$ cat src/rtl/seq_shift_add_multiplier.sv
// Iterative shift-and-add multiplier: one multiplier bit per clock,
// full 2*WIDTH product, optional two's-complement mode per operation.
module seq_shift_add_multiplier #(
  parameter int WIDTH = 8,
  parameter int CNT_W = $clog2(WIDTH + 1)
) (
  input  logic               clk,
  input  logic               reset,
  input  logic               in_valid,
  output logic               in_ready,
  input  logic [WIDTH-1:0]   a,
  input  logic [WIDTH-1:0]   b,
  input  logic               is_signed,
  output logic               out_valid,
  input  logic               out_ready,
  output logic [2*WIDTH-1:0] product,
  output logic               busy
);

  localparam int PW = 2 * WIDTH;

  typedef enum logic [1:0] {
    IDLE,
    BUSY,
    FIX,
    DONE
  } state_t;

  state_t state;
  state_t state_nxt;

  logic [WIDTH-1:0] mcand;
  logic [WIDTH-1:0] mplier;
  logic [PW-1:0]    acc;
  logic [CNT_W-1:0] step;
  logic             neg;

  logic             accept;
  logic             last_step;
  logic [WIDTH-1:0] a_mag;
  logic [WIDTH-1:0] b_mag;
  logic [PW-1:0]    addend;

  // -2^(WIDTH-1) negates to itself, which read unsigned is its magnitude
  always_comb begin
    a_mag = a;
    b_mag = b;
    if (is_signed && a[WIDTH-1]) a_mag = -a;
    if (is_signed && b[WIDTH-1]) b_mag = -b;
  end

  assign accept    = in_valid && (state == IDLE);
  assign last_step = (step == CNT_W'(WIDTH - 1));
  assign addend    = {{WIDTH{1'b0}}, mcand} << step;

  always_ff @(posedge clk or posedge reset) begin
    if (reset) begin
      state <= IDLE;
    end else begin
      state <= state_nxt;
    end
  end

  always_comb begin
    state_nxt = state;
    in_ready  = 1'b0;
    out_valid = 1'b0;
    busy      = 1'b0;
    unique case (state)
      IDLE: begin
        in_ready = 1'b1;
        if (in_valid) state_nxt = BUSY;
      end
      BUSY: begin
        busy = 1'b1;
        if (last_step) state_nxt = FIX;
      end
      FIX: begin
        busy      = 1'b1;
        state_nxt = DONE;
      end
      DONE: begin
        out_valid = 1'b1;
        if (out_ready) state_nxt = IDLE;
      end
      default: state_nxt = IDLE;
    endcase
  end

  // operands are only sampled on the accept edge, so X elsewhere is inert
  always_ff @(posedge clk or posedge reset) begin
    if (reset) begin
      mcand   <= '0;
      mplier  <= '0;
      acc     <= '0;
      step    <= '0;
      neg     <= 1'b0;
      product <= '0;
    end else begin
      if (accept) begin
        mcand  <= a_mag;
        mplier <= b_mag;
        neg    <= is_signed && (a[WIDTH-1] ^ b[WIDTH-1]);
        acc    <= '0;
        step   <= '0;
      end
      if (state == BUSY) begin
        if (mplier[0]) acc <= acc + addend;
        mplier <= mplier >> 1;
        step   <= step + 1'b1;
      end
      if (state == FIX) begin
        product <= neg ? -acc : acc;
      end
    end
  end

endmodule
$ cat config.mk
export PLATFORM = sky130hd
export DESIGN_NAME = seq_shift_add_multiplier
export DESIGN_NICKNAME = d
export VERILOG_FILES = /design/src/rtl/seq_shift_add_multiplier.sv
export SDC_FILE = /design/constraint.sdc
export NUM_CORES = 1
export LEC_CHECK = 0
export ABC_AREA = 1
export CORE_MARGIN = 3
export CORE_UTILIZATION = 65
export DETAILED_ROUTE_END_ITERATION = 10
export DONT_BUFFER_PORTS = 1
export HOLD_SLACK_MARGIN = 0.08
export PLACE_DENSITY_LB_ADDON = 0.2
export SLEW_MARGIN = 20
export SYNTH_ARGS = -nofsm -noshare
export SYNTH_HDL_FRONTEND = slang
export SYNTH_SLANG_ARGS = --single-unit
$ cat constraint.sdc
create_clock -name clk -period 3.3 [get_ports clk]
set_clock_uncertainty 0.1 [all_clocks]
set_input_delay 0.495 -clock clk [delete_from_list [all_inputs] [get_ports clk]]
set_output_delay 0.495 -clock clk [all_outputs]
set_load 0.02 [all_outputs]
---- Word level (Yosys, flattened, before mapping) ----
Index checks and enable logic that the tools add are counted.
storage, ports and cells
  logic and storage cells ................. 46
  register bits ........................... 55
  output and inout port bits .............. 19
operators by class
  shift-type cells ........................ 1
  equality and inequality tests ........... 7
  add/sub/neg operators ................... 5
  multiplexer cells ....................... 17
  reduce and logical (&&, ||, !) cells .... 8
  bitwise logic cells ..................... 1
operators with widths
  cell                                                                    number
  16-bit two-way mux                                                      4
  8-bit two-way mux                                                       4
  16-bit adder                                                            1
  16-bit negator                                                          1
  8-bit negator                                                           2
  8-bit by 4-bit << shifter with 16-bit output                            1
  4-bit two-way mux                                                       2
  2-bit one-hot mux with 4 select lines                                   1
  2-bit two-way mux                                                       3
  2-bit != test (second input constant)                                   3
  4-bit by 1-bit adder with 4-bit output (second input constant)          1
  2-bit equality test (second input constant)                             2
  4-bit by 3-bit equality test with 1-bit output (second input constant)  1
  1-bit logical AND                                                       4
  1-bit two-way mux                                                       3
  3-bit AND reduction                                                     1
  2-bit by 1-bit equality test with 1-bit output (second input constant)  1
  2-bit zero test                                                         1
  2-bit nonzero test                                                      1
  2-bit OR reduction                                                      1
  1-bit XOR                                                               1

---- Depth between registers and ports, before layout ----
Gate-level depths: netlist of the first run.
  depth in word-level cells ............... 5
  gate-level depth with buffers ........... 20
  gate-level depth less buffers ........... 20

---- Least setup slack after synthesis of the first run ----
OpenSTA, ideal clock, no wires.
  kind .................................... register to register
  from .................................... reg step[0]
  to ...................................... reg acc[15]
  stages on the path, launching flop included .. 19
  setup time .............................. 116 ps
  arrival ................................. 2159 ps
  buffers on the path ..................... 1
  setup slack ............................. 925 ps
  path through ............................ dfrtp_1 > buf_6 > nand2_1 > nand2_1 > o21ai_0 > nand2_1 > nand2_1 > nor2_1 > ha_1 > nand2_1 > inv_1 > a21oi_1 > nand2_1 > a21oi_1 > inv_1 > nand2_1 > nand3_1 > nand2_1 > nand2_1
on the way
  word-level cells in the longest chain between the ends .. 4
ends and longest elaborated chain
  what                                          RTL line  source
  start, declared                               35        logic [CNT_W-1:0] step;
  start signal, assigned                        110       step <= step + 1'b1;
  8-bit by 4-bit << shifter with 16-bit output  54        assign addend = {{WIDTH{1'b0}}, mcand} << step;
  16-bit adder                                  108       if (mplier[0]) acc <= acc + addend;
  16-bit two-way mux                            108
  16-bit two-way mux                            107       if (state == BUSY) begin
  end signal, assigned                          108
  end, declared                                 34        logic [PW-1:0] acc;
No other way between the ends.
A chain may end at the register's enable or synchronous reset.

---- Worst setup path in the final report of the first run ----
  from .................................... reg step[1]
  to ...................................... reg acc[15]
The elaborated chain is that of the path after synthesis.

==> impl_metrics.json, run 1 <==
{
  "status": "finished clean",
  "clkSinkCount": 55,
  "tightest_slew_ns": 0.7355,
  "cp.arrival_ns": 3.01,
  "vias_per_cell": 5.843,
  "yosysTopAreaCell": "dfrtp_1",
  "antennaDiodeCount": 0,
  "grt_first_pass_wirelength_um": 16830,
  "first_pass_iters": 5,
  "portBuffers": 0,
  "start_kind": "flip-flop",
  "syn_avg_cell_area_um2": 6.987,
  "nNetsFinal": 626,
  "fin_ws_ns": 0.4115,
  "ys_ff_latch": 55,
  "ys_types": 40,
  "tns_ns": 0,
  "p_leak_nw": 2.155,
  "ant_nets": 0,
  "rsz0062_at_grt": "no",
  "synth_top_cell_area_share_pct": 33.56,
  "crit_chain": "inv_1, nand3_1, nand2_1, nand2_1, o21ai_0, nor2_1, ha_1, nand2_1, inv_1, a21oi_1, nand2_1, a21oi_1, inv_1, nand2_1, nand3_1, nand2_1, nand2_1",
  "hpwl_um": 7908,
  "critPathKind": "flip-flop to flip-flop",
  "total_power_mw": 4.507,
  "clockRootBuffer": "clkbuf_8",
  "wl_per_cell_um": 15.14,
  "finalCritPeriodShare_pct": 87.53,
  "critPathCaptureType": "flip-flop",
  "place.gp.congestion": 0.9452,
  "slew_violations": 0,
  "start_util_pct": 68.06,
  "grt_pass1_vias": 3644,
  "synth_cells": 587,
  "grt.overflow.total": 0,
  "drtIter0Drc": 191,
  "cp_data_required_time_ns": 3.42,
  "crit_top_cell": "nand2_1",
  "hp-class": "input port to asynchronous set/reset pin",
  "power_density_mw_per_mm2": 1064,
  "insertion_delay_ns": 0.31,
  "path_buf_inv": 3,
  "finalHoldViolCount": 0,
  "synth.area.top_cells": "dfrtp_1, nand2_1, ha_1",
  "antenna_found_initial": 0,
  "cpLargestDelayFamily": "simple AND/OR/NAND/NOR gates",
  "cp_slowest_cell": "dfrtp_1",
  "die_w_um": 85.44,
  "period_minus_slack_ns": 2.889,
  "die_area_mm2": 0.007299,
  "layout-area-overhead-vs-synth_pct": 3.264,
  "cts_hold_buf": 0,
  "io_pins": 40,
  "grt_usage_pct": 28.64,
  "yosysWarnings": 0,
  "die_h_um": 85.44,
  "yosysSeqAreaShare_pct": 33.56,
  "cts_tree": "done",
  "grt_start_max_net_pins": 35,
  "netlist_area_mm2": 0.004101,
  "postPlaceCellArea_mm2": 0.004138,
  "ir_worst_vdd_mv": 0.5541,
  "drcViolationCount": 0,
  "critPathMaxFanout": 18,
  "cpPeakStageDelay_ns": 0.66,
  "drive_gt1_share_pct": 5.670,
  "coreArea_mm2": 0.006026,
  "wirelength_um": 9947,
  "syn_nets": 632,
  "drv_cap": 0,
  "cts-htree-levels": 2,
  "dp_slack_ns": 0.3729,
  "vias": 3839,
  "cts_buffer_depth": 2,
  "path_clk_slew_ns": 0.11,
  "fin_area_mm2": 0.004235,
  "finalSetupViolCount": 0,
  "cts_buffers": 5,
  "timing.fmax_mhz": 346.2,
  "rows": 28,
  "slew_headroom_pct": 50.90
}
-- routing by layer --
metal | GRT usage, % | vias to the layer above | wire length, um
met5 | 0 | - | 0
met1 | 36.84 | 1774 | 4260
met4 | 7.482 | 0 | 171
met3 | 2.621 | 11 | 409
met2 | 51.48 | 122 | 5106
li1 | - | 1932 | -
-- path summary, 6_finish.rpt --
kind                            slack, ns  depth (start not counted)  startpoint         end
min in group clk                     0.23                          2        b[7]   mplier[7]
max in group asynchronous            2.22                          2       reset     step[0]
worst min register to register       0.42                          2   mplier[1]   mplier[0]
worst max register to register       0.41                         17     step[1]     acc[15]
worst max-delay path                 0.41                         17     step[1]     acc[15]
worst min-delay path                 0.07                          1       reset  product[7]
-- cells in the mapped netlist (all sizes together) --
library cell / count
a21o: 4
xor2: 17
o32ai: 2
fa: 1
o221ai: 6
dfrtp: 55
nor2: 58
nand3: 46
a31o: 1
o21ai: 51
and2: 2
o31ai: 7
nand4: 3
nor3b: 1
nor3: 10
mux2i: 1
o211ai: 2
nand2: 170
o311ai: 3
inv: 65
nand3b: 2
clkbuf: 6
ha: 23
o22ai: 4
a21oi: 26
or2: 1
buf: 11
o21bai: 2
a31oi: 7
-- flip-flops by register name (all words and copies together) (netlist names) --
register  cells
mplier        8
mcand         8
neg           1
acc          16
state         2
step          4
product      16
-- through the flow --
stage               utilization [%]  std cells  hold slack, ns
floorplan                         -        587          0.3594
global placement              68.67        649          0.3783
detailed placement            68.67        649          0.3852
CTS                           70.27        657         0.08695
global route                  70.29        657          0.1161
finish                        70.29        657         0.06687
-- cell type report --
| cell class | count | area [um^2] |
|---|---|---|
| Multi-Input combinational cell | 450 | 2394 |
| Tap cell | 75 | 93.84 |
| Clock buffer | 5 | 68.82 |
| Timing Repair Buffer | 4 | 30.03 |
| Inverter | 65 | 244.0 |
| Sequential cell | 55 | 1378 |
| Fill cell | 537 | 1790 |
| Clock inverter | 3 | 27.53 |
-- placed cells by master, fill, tap and decap left out, types with 2 or more instances in the layout --
master,netlist,final
nor3_1,10,10
o211ai_1,2,2
o22ai_1,4,4
a21o_1,4,4
o21ai_0,48,48
o31ai_1,7,7
ha_1,23,23
xor2_1,17,17
nand2_1,163,163
nand2_2,7,7
nor2_2,3,3
inv_2,1,2
buf_4,1,4
o311ai_0,3,3
a31oi_1,7,7
o21bai_1,2,2
nor2_1,55,55
and2_1,2,2
nand4_1,3,3
a21oi_1,25,25
o221ai_1,5,5
nand3_1,42,42
dfrtp_1,55,54
clkbuf_8,0,5
nand3_2,4,4
nand3b_1,2,2
inv_1,64,63
o21ai_1,2,2
o32ai_1,2,2
-- worst register-to-register path: cells and delay by family, from the launching register on --
kind,cells,cell delay [ns]
adders and majority gates,1,0.32
buffers and inverters,3,0.36
DFF,1,0.66
and+or+nand+nor,10,0.92
AOI/OAI and AO/OA,3,0.44
-- cell families after synthesis --
group / Yosys count / share of synthesized area, %
AO/OA/AOI/OAI: 115 / 16.72
adder cells (fa/ha/maj): 24 / 7.505
AND/OR/NAND/NOR: 293 / 30.26
XOR/XNOR: 17 / 3.630
buffers and inverters: 82 / 8.084
flip-flops: 55 / 33.56
multiplexers: 1 / 0.2441
-- where the power goes --
group	internal, mW	switching, mW
registers	0.964	0.456
clock network	0.157	0.253
logic	0.917	1.76
-- what timing repair did --
item	CTS	global route
setup endpoints to repair	0	1
gates resized for setup	0	1
setup buffers	0	0
Power figures use the tool's default switching activity.
==> run 2, diff against run 1 <==
--- a/config.mk
+++ b/config.mk
@@ -10,8 +10,8 @@
 export CORE_UTILIZATION = 65
 export DETAILED_ROUTE_END_ITERATION = 10
 export DONT_BUFFER_PORTS = 1
-export HOLD_SLACK_MARGIN = 0.08
 export PLACE_DENSITY_LB_ADDON = 0.2
+export REMOVE_ABC_BUFFERS = 1
 export SLEW_MARGIN = 20
 export SYNTH_ARGS = -nofsm -noshare
 export SYNTH_HDL_FRONTEND = slang
==> impl_metrics.json, run 2 (synthesis results as in run 1) <==
{
  "postPlaceCellArea_mm2": 0.004130,
  "tightest_slew_ns": 0.5369,
  "start_kind": "flip-flop",
  "p_leak_nw": 2.152,
  "cts_setup_buffers": 0,
  "start_util_pct": 68.06,
  "ant_nets": 0,
  "period_minus_slack_ns": 2.981,
  "reg.largest.list": "acc x16, product x16",
  "fin_ws_ns": 0.3188,
  "place.gp.congestion": 0.9969,
  "cp.arrival_ns": 3.08,
  "cts_buffer_depth": 2,
  "first_pass_iters": 5,
  "hp-class": "input port to asynchronous set/reset pin",
  "drive_gt1_share_pct": 5.172,
  "crit_chain": "inv_1, nand2_1, nand2_1, inv_1, nor2_1, o21ai_0, nor2_1, ha_1, nand2_1, nor2_1, nand3_1, nand2_1, nand2_1, nand2_1, nand2_1, nand3_1, nand2_1, nand2_1, nand2_1",
  "cts_hold_buf": 0,
  "crit_top_cell": "nand2_1",
  "cts_buffers": 5,
  "hpwl_um": 7828,
  "final_common_cell": "nand2_1",
  "finalHoldViolCount": 0,
  "path_buf_inv": 2,
  "cp_data_required_time_ns": 3.40,
  "power_density_mw_per_mm2": 1054,
  "io_pins": 40,
  "wirelength_um": 9924,
  "rrSetupSlack_ns": 0.32,
  "cts-htree-levels": 2,
  "path_clk_slew_ns": 0.10,
  "cp_slowest_cell": "dfrtp_1",
  "cts_tree": "done",
  "clkSinkCount": 55,
  "drcViolationCount": 0,
  "ir_worst_vdd_mv": 0.5390,
  "status": "finished clean",
  "grt_usage_pct": 28.97,
  "rows": 28,
  "clockRootBuffer": "clkbuf_8",
  "drv_cap": 0,
  "slew_violations": 0,
  "wl_per_cell_um": 15.15,
  "antenna_found_initial": 0,
  "slew_headroom_pct": 64.15,
  "critPathMaxFanout": 14,
  "tns_ns": 0,
  "nNetsFinal": 625,
  "grt.overflow.total": 0,
  "grt_start_max_net_pins": 30,
  "layout_common_cells": "nand2_1, inv_1, nor2_1, dfrtp_1, o21ai_0",
  "portBuffers": 0,
  "grt_pass1_vias": 3665,
  "die_w_um": 85.44,
  "vias_per_cell": 5.866,
  "coreArea_mm2": 0.006026,
  "cpPeakStageDelay_ns": 0.62,
  "cts_resized": 0,
  "grt_first_pass_wirelength_um": 17190,
  "cpLargestDelayFamily": "simple AND/OR/NAND/NOR gates",
  "critPathCaptureType": "flip-flop",
  "finalCritPeriodShare_pct": 90.34,
  "critPathKind": "flip-flop to flip-flop",
  "dp_slack_ns": 0.3986,
  "die_area_mm2": 0.007299,
  "rsz0062_at_grt": "no",
  "finalSetupViolCount": 0,
  "antennaDiodeCount": 0,
  "fin_area_mm2": 0.004218,
  "vias": 3842,
  "insertion_delay_ns": 0.31,
  "layout-area-overhead-vs-synth_pct": 2.837,
  "timing.fmax_mhz": 335.4,
  "drtIter0Drc": 228,
  "die_h_um": 85.44
}
## run 2: layout make-up
type / count / area [um^2]
Clock buffer: 6 / 82.58
Clock inverter: 1 / 5.005
Fill cell: 554 / 1808
Inverter: 65 / 244.0
Multi-Input combinational cell: 450 / 2394
Sequential cell: 55 / 1376
Tap cell: 75 / 93.84
Timing Repair Buffer: 3 / 22.52
## run 2: path summary, 6_finish.rpt
path                       cells after the start          end  startpoint
max                                           19      acc[11]     step[0]
min in group clk                               2     mcand[7]        a[7]
min                                            1  product[11]       reset
max reg2reg                                   19      acc[11]     step[0]
min reg2reg                                    2    mplier[6]   mplier[6]
max in group asynchronous                      2      step[1]       reset
## run 2: per-layer routing
layer	part of all wire (%)	global-route usage, %	up-vias	wire [um]
li1	-	-	1932	-
met1	43	37.46	1748	4290
met2	48	49.93	141	4799
met3	6.6	5.825	21	652
met4	1.8	6.619	0	182
met5	0	0	-	0
## run 2: worst reg2reg max path, stage by stage (launching register included)
cell,delay (ns)
dfrtp_1,0.62
inv_1,0.19
nand2_1,0.12
nand2_1,0.05
inv_1,0.06
nor2_1,0.06
o21ai_0,0.26
nor2_1,0.10
ha_1,0.38
nand2_1,0.11
nor2_1,0.13
nand3_1,0.11
nand2_1,0.15
nand2_1,0.10
nand2_1,0.08
nand2_1,0.05
nand3_1,0.06
nand2_1,0.05
nand2_1,0.05
nand2_1,0.05
## run 2: per-stage QoR
step | std cells | util, % | total power [mW] | hold WS, ns
CTS | 655 | 70.00 | 4.431 | 0.02137
floorplan | 570 | - | 3.392 | 0.3594
global route | 655 | 70.00 | 4.913 | 0.03747
detailed placement | 648 | 68.54 | 4.046 | 0.3515
finish | 655 | 70.00 | 4.447 | 0.002306
global placement | 648 | 68.54 | 3.969 | 0.3489
## run 2: where the power goes
part / switching [mW] / internal [mW]
Clock: 0.219 / 0.166
Combinational: 1.74 / 0.909
Sequential: 0.452 / 0.963
Total: 2.41 / 2.04
